### src/rtl/canvas_pkg.sv
// Shared constants, op codes, state encoding and command payload for the canvas pixel writer.
package canvas_pkg;

  localparam int unsigned H_LEN = 200;
  localparam int unsigned V_LEN = 150;
  localparam int unsigned DW    = 15;
  localparam int unsigned CW    = 8;
  localparam int unsigned CLR_W = 12;

  localparam logic [1:0] OP_NOP   = 2'd0;
  localparam logic [1:0] OP_FILL  = 2'd1;
  localparam logic [1:0] OP_CLEAR = 2'd2;

  typedef enum logic [1:0] {
    S_IDLE  = 2'd0,
    S_SETUP = 2'd1,
    S_RUN   = 2'd2,
    S_DONE  = 2'd3
  } state_t;

  typedef struct packed {
    logic [1:0]       op;
    logic [CW-1:0]    x;
    logic [CW-1:0]    y;
    logic [CW-1:0]    w;
    logic [CW-1:0]    h;
    logic [CLR_W-1:0] color;
  } cmd_t;

  // True when [pos, pos+len) lies inside [0, lim); evaluated one bit wider than CW.
  function automatic logic span_fits(input logic [CW-1:0] pos,
                                     input logic [CW-1:0] len,
                                     input logic [CW-1:0] lim);
    return ({1'b0, pos} + {1'b0, len}) <= {1'b0, lim};
  endfunction

  // Length of the span after trimming it to [0, lim); zero when it starts outside.
  function automatic logic [CW-1:0] clip_len(input logic [CW-1:0] pos,
                                             input logic [CW-1:0] len,
                                             input logic [CW-1:0] lim);
    logic [CW-1:0] res;
    if (pos >= lim)                      res = '0;
    else if (!span_fits(pos, len, lim))  res = lim - pos;
    else                                 res = len;
    return res;
  endfunction

endpackage

### src/rtl/canvas_wr_if.sv
// Command handshake and frame-buffer write port of the canvas pixel writer.
interface canvas_wr_if;
  import canvas_pkg::*;

  logic             cmd_valid;
  logic             cmd_ready;
  logic [1:0]       cmd_op;
  logic [CW-1:0]    cmd_x;
  logic [CW-1:0]    cmd_y;
  logic [CW-1:0]    cmd_w;
  logic [CW-1:0]    cmd_h;
  logic [CLR_W-1:0] cmd_color;
  logic             we;
  logic [DW-1:0]    waddr;
  logic [CLR_W-1:0] wdata;
  logic             busy;
  logic             done;
  logic             err;

  modport master (
    output cmd_valid, cmd_op, cmd_x, cmd_y, cmd_w, cmd_h, cmd_color,
    input  cmd_ready, we, waddr, wdata, busy, done, err
  );

  modport slave (
    input  cmd_valid, cmd_op, cmd_x, cmd_y, cmd_w, cmd_h, cmd_color,
    output cmd_ready, we, waddr, wdata, busy, done, err
  );

endinterface

### src/rtl/canvas_wr_addr_gen.sv
// Raster address walker: column/row down-counters and an add-only incremental write address.
module canvas_wr_addr_gen
  import canvas_pkg::*;
(
  input  logic          pclk,
  input  logic          rstn,
  input  logic          load,
  input  logic          step,
  input  logic [DW-1:0] base,
  input  logic [CW-1:0] len_w,
  input  logic [CW-1:0] len_h,
  output logic [DW-1:0] waddr,
  output logic          last_c
);

  logic [CW-1:0] col_q;
  logic [CW-1:0] row_q;
  logic [CW-1:0] wrap_q;
  logic [DW-1:0] addr_q;
  logic [DW-1:0] row_step_q;

  // Both counters exhausted: the address on the port is the final pixel.
  assign last_c = (col_q == '0) && (row_q == '0);
  assign waddr  = addr_q;

  always_ff @(posedge pclk) begin
    if (!rstn) begin
      col_q      <= '0;
      row_q      <= '0;
      wrap_q     <= '0;
      addr_q     <= '0;
      row_step_q <= '0;
    end else if (load) begin
      addr_q     <= base;
      col_q      <= len_w - CW'(1);
      row_q      <= len_h - CW'(1);
      wrap_q     <= len_w - CW'(1);
      row_step_q <= DW'(H_LEN) - DW'(len_w) + DW'(1);
    end else if (step) begin
      if (col_q == '0) begin
        // End of row: jump to the left edge of the next row.
        col_q  <= wrap_q;
        row_q  <= row_q - CW'(1);
        addr_q <= addr_q + row_step_q;
      end else begin
        col_q  <= col_q - CW'(1);
        addr_q <= addr_q + DW'(1);
      end
    end
  end

endmodule

### src/rtl/canvas_wr.sv
// Canvas frame-buffer pixel writer: rectangle fill and full clear, one write per pclk.
// Optional build macro CANVAS_WR_CLIP_EN clips out-of-range rectangles instead of rejecting them.
module canvas_wr
  import canvas_pkg::*;
(
  input  logic       pclk,
  input  logic       rstn,
  canvas_wr_if.slave bus
);

  state_t        state;
  state_t        state_nxt;
  cmd_t          cap_q;

  logic          ready_q, ready_nxt;
  logic          busy_q,  busy_nxt;
  logic          done_q,  done_nxt;
  logic          err_q,   err_nxt;
  logic          we_q,    we_nxt;
  logic          accept;

  logic [CW-1:0] eff_w;
  logic [CW-1:0] eff_h;
  logic [DW-1:0] base;
  logic          reject;
  logic          go_run;

  logic          ag_load;
  logic          ag_step;
  logic          ag_last_c;
  logic [DW-1:0] ag_waddr;

  // Command capture; fields are frozen for the life of the command.
  always_ff @(posedge pclk) begin
    if (!rstn) begin
      cap_q <= '0;
    end else if (accept) begin
      cap_q <= '{op:    bus.cmd_op,
                 x:     bus.cmd_x,
                 y:     bus.cmd_y,
                 w:     bus.cmd_w,
                 h:     bus.cmd_h,
                 color: bus.cmd_color};
    end
  end

  // Setup datapath: base address, effective extent and range check from the captured command.
  always_comb begin
    eff_w  = '0;
    eff_h  = '0;
    base   = '0;
    reject = 1'b0;
    case (cap_q.op)
      OP_FILL: begin
        base = DW'(cap_q.y) * DW'(H_LEN) + DW'(cap_q.x);
`ifdef CANVAS_WR_CLIP_EN
        eff_w = clip_len(cap_q.x, cap_q.w, CW'(H_LEN));
        eff_h = clip_len(cap_q.y, cap_q.h, CW'(V_LEN));
`else
        eff_w  = cap_q.w;
        eff_h  = cap_q.h;
        reject = !span_fits(cap_q.x, cap_q.w, CW'(H_LEN)) ||
                 !span_fits(cap_q.y, cap_q.h, CW'(V_LEN));
`endif
      end
      OP_CLEAR: begin
        eff_w = CW'(H_LEN);
        eff_h = CW'(V_LEN);
      end
      default: ;
    endcase
    go_run = !reject && (eff_w != '0) && (eff_h != '0);
  end

  // State and registered outputs.
  always_ff @(posedge pclk) begin
    if (!rstn) begin
      state   <= S_IDLE;
      ready_q <= 1'b1;
      busy_q  <= 1'b0;
      done_q  <= 1'b0;
      err_q   <= 1'b0;
      we_q    <= 1'b0;
    end else begin
      state   <= state_nxt;
      ready_q <= ready_nxt;
      busy_q  <= busy_nxt;
      done_q  <= done_nxt;
      err_q   <= err_nxt;
      we_q    <= we_nxt;
    end
  end

  // Next state and next output values.
  always_comb begin
    state_nxt = state;
    accept    = 1'b0;
    ag_load   = 1'b0;
    we_nxt    = 1'b0;
    done_nxt  = 1'b0;
    err_nxt   = 1'b0;
    case (state)
      S_IDLE: begin
        if (bus.cmd_valid && ready_q) begin
          accept    = 1'b1;
          state_nxt = S_SETUP;
        end
      end
      S_SETUP: begin
        if (go_run) begin
          ag_load   = 1'b1;
          we_nxt    = 1'b1;
          state_nxt = S_RUN;
        end else begin
          done_nxt  = 1'b1;
          err_nxt   = reject;
          state_nxt = S_DONE;
        end
      end
      S_RUN: begin
        if (ag_last_c) begin
          done_nxt  = 1'b1;
          state_nxt = S_DONE;
        end else begin
          we_nxt    = 1'b1;
        end
      end
      S_DONE: begin
        state_nxt = S_IDLE;
      end
      default: begin
        state_nxt = S_IDLE;
      end
    endcase
    ready_nxt = (state_nxt == S_IDLE);
    busy_nxt  = (state_nxt != S_IDLE);
  end

  // Advance only past non-final pixels so the address holds after the last write.
  assign ag_step = (state == S_RUN) && !ag_last_c;

  canvas_wr_addr_gen u_addr_gen (
    .pclk   (pclk),
    .rstn   (rstn),
    .load   (ag_load),
    .step   (ag_step),
    .base   (base),
    .len_w  (eff_w),
    .len_h  (eff_h),
    .waddr  (ag_waddr),
    .last_c (ag_last_c)
  );

  assign bus.cmd_ready = ready_q;
  assign bus.busy      = busy_q;
  assign bus.done      = done_q;
  assign bus.err       = err_q;
  assign bus.we        = we_q;
  assign bus.waddr     = ag_waddr;
  assign bus.wdata     = cap_q.color;

endmodule

### src/flat_wrapper.sv
// flat-port wrapper written by rule: the top's interface ports become plain ports
module canvas_wr_flat import canvas_pkg::*;
  (pclk, rstn, bus_cmd_valid, bus_cmd_op, bus_cmd_x, bus_cmd_y, bus_cmd_w, bus_cmd_h, bus_cmd_color, bus_cmd_ready, bus_we, bus_waddr, bus_wdata, bus_busy, bus_done, bus_err);
  canvas_wr_if bus_i ();
  input  logic pclk;
  input  logic rstn;
  input wire logic [$bits(bus_i.cmd_valid)-1:0] bus_cmd_valid;
  input wire logic [$bits(bus_i.cmd_op)-1:0] bus_cmd_op;
  input wire logic [$bits(bus_i.cmd_x)-1:0] bus_cmd_x;
  input wire logic [$bits(bus_i.cmd_y)-1:0] bus_cmd_y;
  input wire logic [$bits(bus_i.cmd_w)-1:0] bus_cmd_w;
  input wire logic [$bits(bus_i.cmd_h)-1:0] bus_cmd_h;
  input wire logic [$bits(bus_i.cmd_color)-1:0] bus_cmd_color;
  output wire logic [$bits(bus_i.cmd_ready)-1:0] bus_cmd_ready;
  output wire logic [$bits(bus_i.we)-1:0] bus_we;
  output wire logic [$bits(bus_i.waddr)-1:0] bus_waddr;
  output wire logic [$bits(bus_i.wdata)-1:0] bus_wdata;
  output wire logic [$bits(bus_i.busy)-1:0] bus_busy;
  output wire logic [$bits(bus_i.done)-1:0] bus_done;
  output wire logic [$bits(bus_i.err)-1:0] bus_err;
  assign bus_i.cmd_valid = bus_cmd_valid;
  assign bus_i.cmd_op = bus_cmd_op;
  assign bus_i.cmd_x = bus_cmd_x;
  assign bus_i.cmd_y = bus_cmd_y;
  assign bus_i.cmd_w = bus_cmd_w;
  assign bus_i.cmd_h = bus_cmd_h;
  assign bus_i.cmd_color = bus_cmd_color;
  assign bus_cmd_ready = bus_i.cmd_ready;
  assign bus_we = bus_i.we;
  assign bus_waddr = bus_i.waddr;
  assign bus_wdata = bus_i.wdata;
  assign bus_busy = bus_i.busy;
  assign bus_done = bus_i.done;
  assign bus_err = bus_i.err;
  canvas_wr u_core (.pclk(pclk), .rstn(rstn), .bus(bus_i));
endmodule
### config.mk
export PLATFORM = sky130hd
export DESIGN_NAME = canvas_wr_flat
export DESIGN_NICKNAME = d
export VERILOG_FILES = /design/src/rtl/canvas_pkg.sv /design/src/rtl/canvas_wr_if.sv /design/src/rtl/canvas_wr_addr_gen.sv /design/src/rtl/canvas_wr.sv /design/src/flat_wrapper.sv
export SDC_FILE = /design/constraint.sdc
export NUM_CORES = 1
export LEC_CHECK = 0
export CELL_PAD_IN_SITES_DETAIL_PLACEMENT = 1
export CELL_PAD_IN_SITES_GLOBAL_PLACEMENT = 1
export CORE_MARGIN = 5
export CORE_UTILIZATION = 42
export CTS_CLUSTER_DIAMETER = 120
export DETAILED_ROUTE_END_ITERATION = 7
export HOLD_SLACK_MARGIN = 0.03
export PLACE_DENSITY_LB_ADDON = 0.1
export RECOVER_POWER = 100
export SKIP_CTS_REPAIR_TIMING = 1
export SYNTH_ARGS = -nofsm -noshare
export SYNTH_HDL_FRONTEND = slang
export SYNTH_SLANG_ARGS = --single-unit
### constraint.sdc
create_clock -name pclk -period 5.7 [get_ports pclk]
set_clock_uncertainty 0.05 [all_clocks]
set_input_delay 1.425 -clock pclk [delete_from_list [all_inputs] [get_ports pclk]]
set_output_delay 1.425 -clock pclk [all_outputs]
set_load 0.01 [all_outputs]
## After elaboration in Yosys (flattened, before gate mapping)

Cells that the tools add are included.

| cells by class | value |
|---|---|
| add/sub/neg operators | 11 |
| multipliers | 1 |
| divide/modulo/power cells | 0 |
| order comparisons | 2 |
| equal/unequal tests | 5 |
| shift-type cells | 0 |
| multiplexer cells | 26 |
| bitwise gates (word level) | 2 |
| reductions and logical operators | 21 |

Operators with widths:

| kind | count |
|---|---|
| 15-bit two-way mux | 4 |
| 8-bit two-way mux | 6 |
| 8-bit one-hot mux with 2 select lines | 2 |
| 8-bit by 1-bit subtractor with 8-bit output (second input constant) | 4 |
| 8-bit by 8-bit adder with 9-bit output | 2 |
| 9-bit by 8-bit <= comparator with 1-bit output (second input constant) | 2 |
| 8-bit zero test | 2 |
| 8-bit nonzero test | 2 |
| 15-bit by 1-bit adder with 15-bit output (second input constant) | 1 |
| 15-bit adder | 1 |
| 15-bit by 8-bit adder with 15-bit output | 1 |
| 8-bit by 5-bit multiplier with 12-bit output (second input constant) | 1 |
| 9-bit by 2-bit adder with 10-bit output (second input constant) | 1 |
| 1-bit two-way mux | 9 |
| 8-bit by 8-bit subtractor with 9-bit output (first input constant) | 1 |
| 2-bit one-hot mux with 4 select lines | 1 |
| 2-bit == test (second input constant) | 3 |
| 2-bit nonzero test | 3 |
| 1-bit logical AND | 5 |
| 2-bit by 1-bit == test with 1-bit output (second input constant) | 2 |
| 1-bit zero test | 4 |
| 2-bit zero test | 2 |
| 2-bit two-way mux | 2 |
| 1-bit one-hot mux with 2 select lines | 2 |
| 4 further kinds | 5 |

| word-level totals | value |
|---|---|
| flip-flop bits (word level) | 107 |
| latch bits | 0 |
| bits in writable memories | 0 |
| memory bits (read-only) | 0 |
| input bits | 49 |
| output and inout bits | 32 |
| word-level logic and storage cells | 85 |
| memories | 0 |

## Depth between registers and ports, before layout

| logic depth | value |
|---|---|
| depth after elaboration | 12 |
| gate-level depth with buffers | 25 |
| depth with buffers taken out | 19 |

## Modules after synthesis

From an unflattened synthesis, not the netlist that was laid out.

| second synthesis, totals | value |
|---|---|
| cell total of the unflattened synthesis | 948 |
| area total of the unflattened synthesis | 7495.9 µm² |

By module, submodules not included:

| module | instances | cells each | area each (µm²) | seq. area each (µm²) |
|---|---|---|---|---|
| canvas_wr | 1 | 505 | 4105.2 | 1061.0 |
| canvas_wr_addr_gen | 1 | 443 | 3390.8 | 960.9 |

## Worst setup path before layout

Ideal clock, no wire load.

| timing path | value |
|---|---|
| kind | register -> register |
| from | register u_core.cap_q[45] (netlist name) |
| to | register u_core.u_addr_gen.row_q[4] |
| library setup time | 86 ps |
| data arrival time | 4415 ps |
| required time | 5564 ps |
| slack | 1149 ps |
| stages on the path, launching flop included | 24 |
| buffers on the path | 7 |
| period minus slack after synthesis | 4551 ps |
| cells stage by stage | dfxtp_1 inv_1 ha_1 clkbuf_1 clkbuf_1 clkbuf_1 clkbuf_1 clkbuf_1 nand2_1 ha_1 o221ai_1 o211ai_1 o21ai_0 nand2_1 nor4_4 nor2_2 buf_2 buf_2 a21oi_1 ha_1 nand2_1 nor3_1 xnor2_1 a211oi_1 |

| on the way | value |
|---|---|
| longest elaborated chain between the ends | 9 |
| elaborated cells on any way between the ends | 17 |
| classes of those cells | add/sub: 1; eq/ne: 2; mux: 6; reduce/logical: 8 |

RTL lines:

| element | line | text |
|---|---|---|
| start: declaration | canvas_wr.sv:13 | `cmd_t cap_q;` |
| start signal: assignment | canvas_wr.sv:38 | `cap_q <= '{op: bus.cmd_op,` |
| 2-bit == test / 2-bit by 1-bit == test with 1-bit output (equally long branches) | canvas_wr.sv:53 | `case (cap_q.op)` |
| 8-bit one-hot mux with 2 select lines / 1-bit two-way mux (equally long branches) | canvas_wr.sv:53 |  |
| 8-bit nonzero test / 1-bit zero test (equally long branches) | canvas_wr.sv:72 | `go_run = !reject && (eff_w != '0) && (eff_h != '0);` |
| 1-bit logical AND (2 in a row) | canvas_wr.sv:72 |  |
| 1-bit two-way mux | canvas_wr.sv:110 | `if (go_run) begin` |
| 1-bit two-way mux | canvas_wr.sv:102 | `case (state)` |
| 2-bit nonzero test (no source line) | n/a |  |
| 2-bit AND reduction (no source line) | n/a |  |
| end signal: assignment | canvas_wr_addr_gen.sv:36 | `row_q <= len_h - CW'(1);` |
| end signal: assignment | canvas_wr_addr_gen.sv:43 | `row_q <= row_q - CW'(1);` |
| end: declaration | canvas_wr_addr_gen.sv:17 | `logic [CW-1:0] row_q;` |

Parallel ways exist; a longest one is shown, timed or not.
A chain may end at the register's enable or synchronous reset.

## Worst setup path in the final report

| timing path | value |
|---|---|
| from | register u_core.cap_q[28] (netlist name) |
| to | register u_core.u_addr_gen.col_q[6] |

| on the way | value |
|---|---|
| longest elaborated chain between the ends | 11 |
| elaborated cells on any way between the ends | 12 |
| classes of those cells | add/sub: 1; order compare: 1; mux: 4; reduce/logical: 6 |

RTL lines:

| element | line | text |
|---|---|---|
| 8-bit by 8-bit adder with 9-bit output * | canvas_pkg.sv:34 | `return ({1'b0, pos} + {1'b0, len}) <= {1'b0, lim};` |
| 9-bit by 8-bit <= comparator with 1-bit output * | canvas_pkg.sv:34 |  |
| 1-bit zero test * | canvas_wr.sv:63 | `!span_fits(cap_q.y, cap_q.h, CW'(V_LEN));` |
| 1-bit logical OR * | canvas_wr.sv:62 | `reject = !span_fits(cap_q.x, cap_q.w, CW'(H_LEN)) \|\|` |
| 1-bit two-way mux * | canvas_wr.sv:53 |  |
| 1-bit zero test * | canvas_wr.sv:72 |  |
| 1-bit logical AND * (2 in a row) | canvas_wr.sv:72 |  |
| 1-bit two-way mux * | canvas_wr.sv:110 |  |
| 1-bit two-way mux * | canvas_wr.sv:102 |  |
| 8-bit two-way mux / 2-bit nonzero test (equally long branches) | n/a |  |
| end signal: assignment | canvas_wr_addr_gen.sv:35 | `col_q <= len_w - CW'(1);` |
| end signal: assignment | canvas_wr_addr_gen.sv:42 | `col_q <= wrap_q;` |
| end signal: assignment | canvas_wr_addr_gen.sv:46 | `col_q <= col_q - CW'(1);` |
| end: declaration | canvas_wr_addr_gen.sv:16 | `logic [CW-1:0] col_q;` |

Every way passes the cells marked *; elsewhere a longest branch is shown, timed or not.

==> summary.txt <==
Run status
  – Status: completed

Floorplan
  – Core area: 16600 sq um
  – Die width: 141 um
  – Top Ports: 81
  – Chip Height: 141 um
  – Starting Density: 43.0%
  – Cell Rows: 47
  – Die area: 19800 sq um

Finish
  – # diodes: 0
  – Fin nets: 1114
  – FILL cells: 2059
  – Area Overhead vs Synth: 15.8%
  – Share of cells above drive strength 1: 3.93%

Synthesis
  – FFs w/ async S/R, synth: 0%
  – Most frequent cell after synthesis: nand2_1
  – Seq cells post-synth: 101
  – Synthesized instance count: 946
  – Syn Nets: 1073
  – Synth top cells by count: 166 x nand2_1, 123 x a21oi_1, 101 x dfxtp_1, 73 x nor2_1, 71 x ha_1
  – Synth Warn #: 0
  – Largest area contributor in the netlist: dfxtp_1
  – Seq/Total Area, Yosys: 28.3%
  – Main synth FF type: dfxtp_1
  – Synth Area per Inst: 7.57 sq um
  – Area of the mapped netlist: 7160 sq um
  – Yosys cell types: 62
  – Post-synth top area share: 28.3%
  – Area contributors post-synth: dfxtp_1 28%, ha_1 12%, nand2_1 8.7%
  – Number of flops mapped to enable cells by yosys: 0

Critical path
  – Slowest cell on crit path: nor4_4
  – Setup CP Type: reg -> reg
  – Most numerous cell on the critical path: o31a_1
  – Worst EP required: 5.84 ns
  – Worst reg-to-reg path cell count: 13
  – R2r startpoint: u_core.cap_q[28]
  – Critical path's largest stage delay: 0.76 ns
  – CP startpoint kind: register
  – Crit path cell chain: ha_1, inv_1, fa_1, nand2b_1, a211oi_1, o31a_1, o31ai_1, o31a_1, nor4_4, nor2_1, clkbuf_2, o21ai_0, a31oi_1
  – CP max FO: 44
  – Crit end category: register
  – Crit path DAT: 4.98 ns
  – R2R setup slack: 0.86 ns
  – Critical R2R Capture: u_core.u_addr_gen.col_q[6]

Min path
  – Hold EP: u_core.bus.wdata[9]
  – Hold depth: 2
  – Hold Crit Class: reg -> reg
  – Hold Path Origin: u_core.bus.wdata[9]

Power and ir drop
  – Post-layout power: 2.82 mW
  – Clk pwr share: 21.3%
  – Max VDD drop: 0.252 mV
  – Logic pwr share: 45.2%
  – Power density over cell area: 340 nW/um^2
  – Internal power: 1.61 mW
  – Net Switching: 1.21 mW
  – Sequential share of power: 33.4%
  – Leakage: 3.38 nW
  – Sw Ratio: 42.9%

Route
  – DR DRC count: 0
  – TritonRoute pass-1 iters: 4
  – DR WL/cell: 17.2 um
  – Routed vias: 6590
  – Vias/cell: 5.44
  – Post-DRT Antenna Nets: 0
  – Routed wire length: 20800 um
  – Number of DRC markers in iteration 0: 225

STA
  – Slew Viols, Final: 0
  – Slew headroom: 3.04%
  – Slew of the pin with the lowest slew margin: 1.45 ns
  – Highest clock rate: 207 MHz
  – Final setup viols: 0
  – Post-Route Setup TNS: 0 ns
  – Final worst path period need: 4.84 ns
  – RSZ-0062 raised after global routing: false
  – Fin. Hold Viols: 0
  – Worst Setup Slack, final: 0.862 ns
  – Final Cycle Share: 84.9%

Place
  – DP HPWL: 15800 um
  – Pre-CTS setup slack: 1.27 ns
  – Routability-driven placement congestion ratio: 0.839
  – Port bufs: 80

GRT
  – Global-route wire length before repair: 34400 um
  – GRT overflow: 0
  – Total track usage: 21.1%
  – Initial antenna violation count: 0
  – Vias in the first global route: 6667
  – Largest net degree at the start of global routing: 68

Clocking
  – Clk pin slew, worst setup/hold paths: 0.08 ns
  – Root buffer cell: clkbuf_16
  – H-tree Lvls: 3
  – Total CTS buffers: 9
  – Later-pin clock latency in the skew report: 0.37 ns
  – CTS Buffer Depth: 2
  – CTS tree: built
  – CTS Sinks: 101

Run
  – Max-cap viol count: 0
cell type report:
cell class / count / area (sq um) / share of cell area (%)
multi-input cells: 748 / 4710 / 56.9
clock buffers: 9 / 225 / 2.72
flip-flops and latches: 101 / 2020 / 24.4
clock inverters: 7 / 58.8 / 0.709
inverters: 41 / 154 / 1.86
repair buffers: 86 / 841 / 10.1
well taps: 220 / 275 / 3.32
cell usage in the layout, fill, tap and decap left out, types with 4 or more instances in the layout:
| cell type | n |
|---|---|
| a211oi_1 | 18 |
| a21o_1 | 8 |
| a21oi_1 | 123 |
| a31oi_1 | 8 |
| and2_1 | 11 |
| and3_1 | 7 |
| buf_4 | 4 |
| clkbuf_16 | 9 |
| clkdlybuf4s50_1 | 47 |
| dfxtp_1 | 101 |
| dlygate4sd3_1 | 33 |
| fa_1 | 7 |
| ha_1 | 71 |
| inv_1 | 41 |
| nand2_1 | 166 |
| nand2b_1 | 12 |
| nand3_1 | 26 |
| nand4_1 | 4 |
| nor2_1 | 74 |
| nor3_1 | 20 |
| nor4_1 | 8 |
| o21a_1 | 8 |
| o21ai_0 | 44 |
| o221ai_1 | 5 |
| o31a_1 | 5 |
| o31ai_1 | 8 |
| or2_2 | 4 |
| or3_1 | 7 |
| xnor2_1 | 28 |
| xor2_1 | 19 |
flip-flops by register name (all words and copies together), names as in the netlist, 2 cells and up:
| signal | flops |
|---|---|
| u_core.bus.wdata | 12 |
| u_core.cap_q | 34 |
| u_core.state | 2 |
| u_core.u_addr_gen.col_q | 8 |
| u_core.u_addr_gen.row_q | 8 |
| u_core.u_addr_gen.row_step_q | 9 |
| u_core.u_addr_gen.waddr | 15 |
| u_core.u_addr_gen.wrap_q | 8 |
worst max-delay path: cells and delay by family, from the launching register on:
kind / cells / cell delay (ns)
AND/OR/NAND/NOR: 3 / 1.27
flip-flops: 1 / 0.44
AO/OA/AOI/OAI: 6 / 1.63
buffers and inverters: 2 / 0.68
adder cells (fa/ha/maj): 2 / 0.59
per-layer routing:
| layer | vias to the layer above | part of all wire (%) | wire [um] | GRT usage [%] |
|---|---|---|---|---|
| met3 | 10 | 3.9 | 822 | 4.46 |
| li1 | 3366 | - | - | - |
| met5 | - | 0 | 0 | 0 |
| met4 | 0 | 0.74 | 154 | 3.31 |
| met1 | 3120 | 48 | 10100 | 28.4 |
| met2 | 94 | 47 | 9790 | 35.7 |
power groups by stage:
stage	logic [mW]	clock network, mW	registers [mW]
finish	1.27	0.602	0.943
global route	1.44	0.651	0.960
CTS	1.30	0.621	0.944
detailed placement	1.28	0	0.958
global placement	1.26	0	0.954
floorplan	0.938	0	0.912
per-stage QoR:
stage	utilization [%]	hold WS (ns)	cell area, sq um	cells
after floorplan	-	0.377	7160	946
after global placement	48.2	0.392	8020	1196
after detailed placement	48.2	0.397	8020	1196
after CTS	49.9	0.409	8310	1212
after global routing	49.8	0.435	8290	1212
final	49.8	0.401	8290	1212
kinds of logic (layout without fill, tap and decap cells):
| logic type | count (synthesis) | in the layout | share of synthesized area (%) |
|---|---|---|---|
| simple gates | 361 | 361 | 23.0 |
| fa+ha+maj | 78 | 78 | 14.4 |
| mux | 6 | 6 | 0.892 |
| xor+xnor | 48 | 48 | 6.07 |
| flops | 101 | 101 | 28.3 |
| buf+inv | 97 | 143 | 5.91 |
| compound gates | 255 | 255 | 21.6 |
worst max-delay path by stage:
| stage | startpoint | endpoint | slack (ns) | depth (start not counted) |
|---|---|---|---|---|
| 2_1_floorplan | u_core.cap_q[45] | u_core.u_addr_gen.row_q[4] | 1.15 | 23 |
| 3_3_place_gp | u_core.cap_q[45] | u_core.u_addr_gen.row_q[4] | 1.46 | 18 |
| 3_5_place_dp | u_core.cap_q[45] | u_core.u_addr_gen.row_q[4] | 1.27 | 18 |
| 4_1_cts | u_core.cap_q[45] | u_core.u_addr_gen.row_q[4] | 1.17 | 18 |
| 5_1_grt | u_core.cap_q[45] | u_core.u_addr_gen.col_q[7] | 0.41 | 14 |
| 6_report | u_core.cap_q[28] | u_core.u_addr_gen.col_q[6] | 0.86 | 13 |
Note: power is estimated with default switching activity, not from simulation.
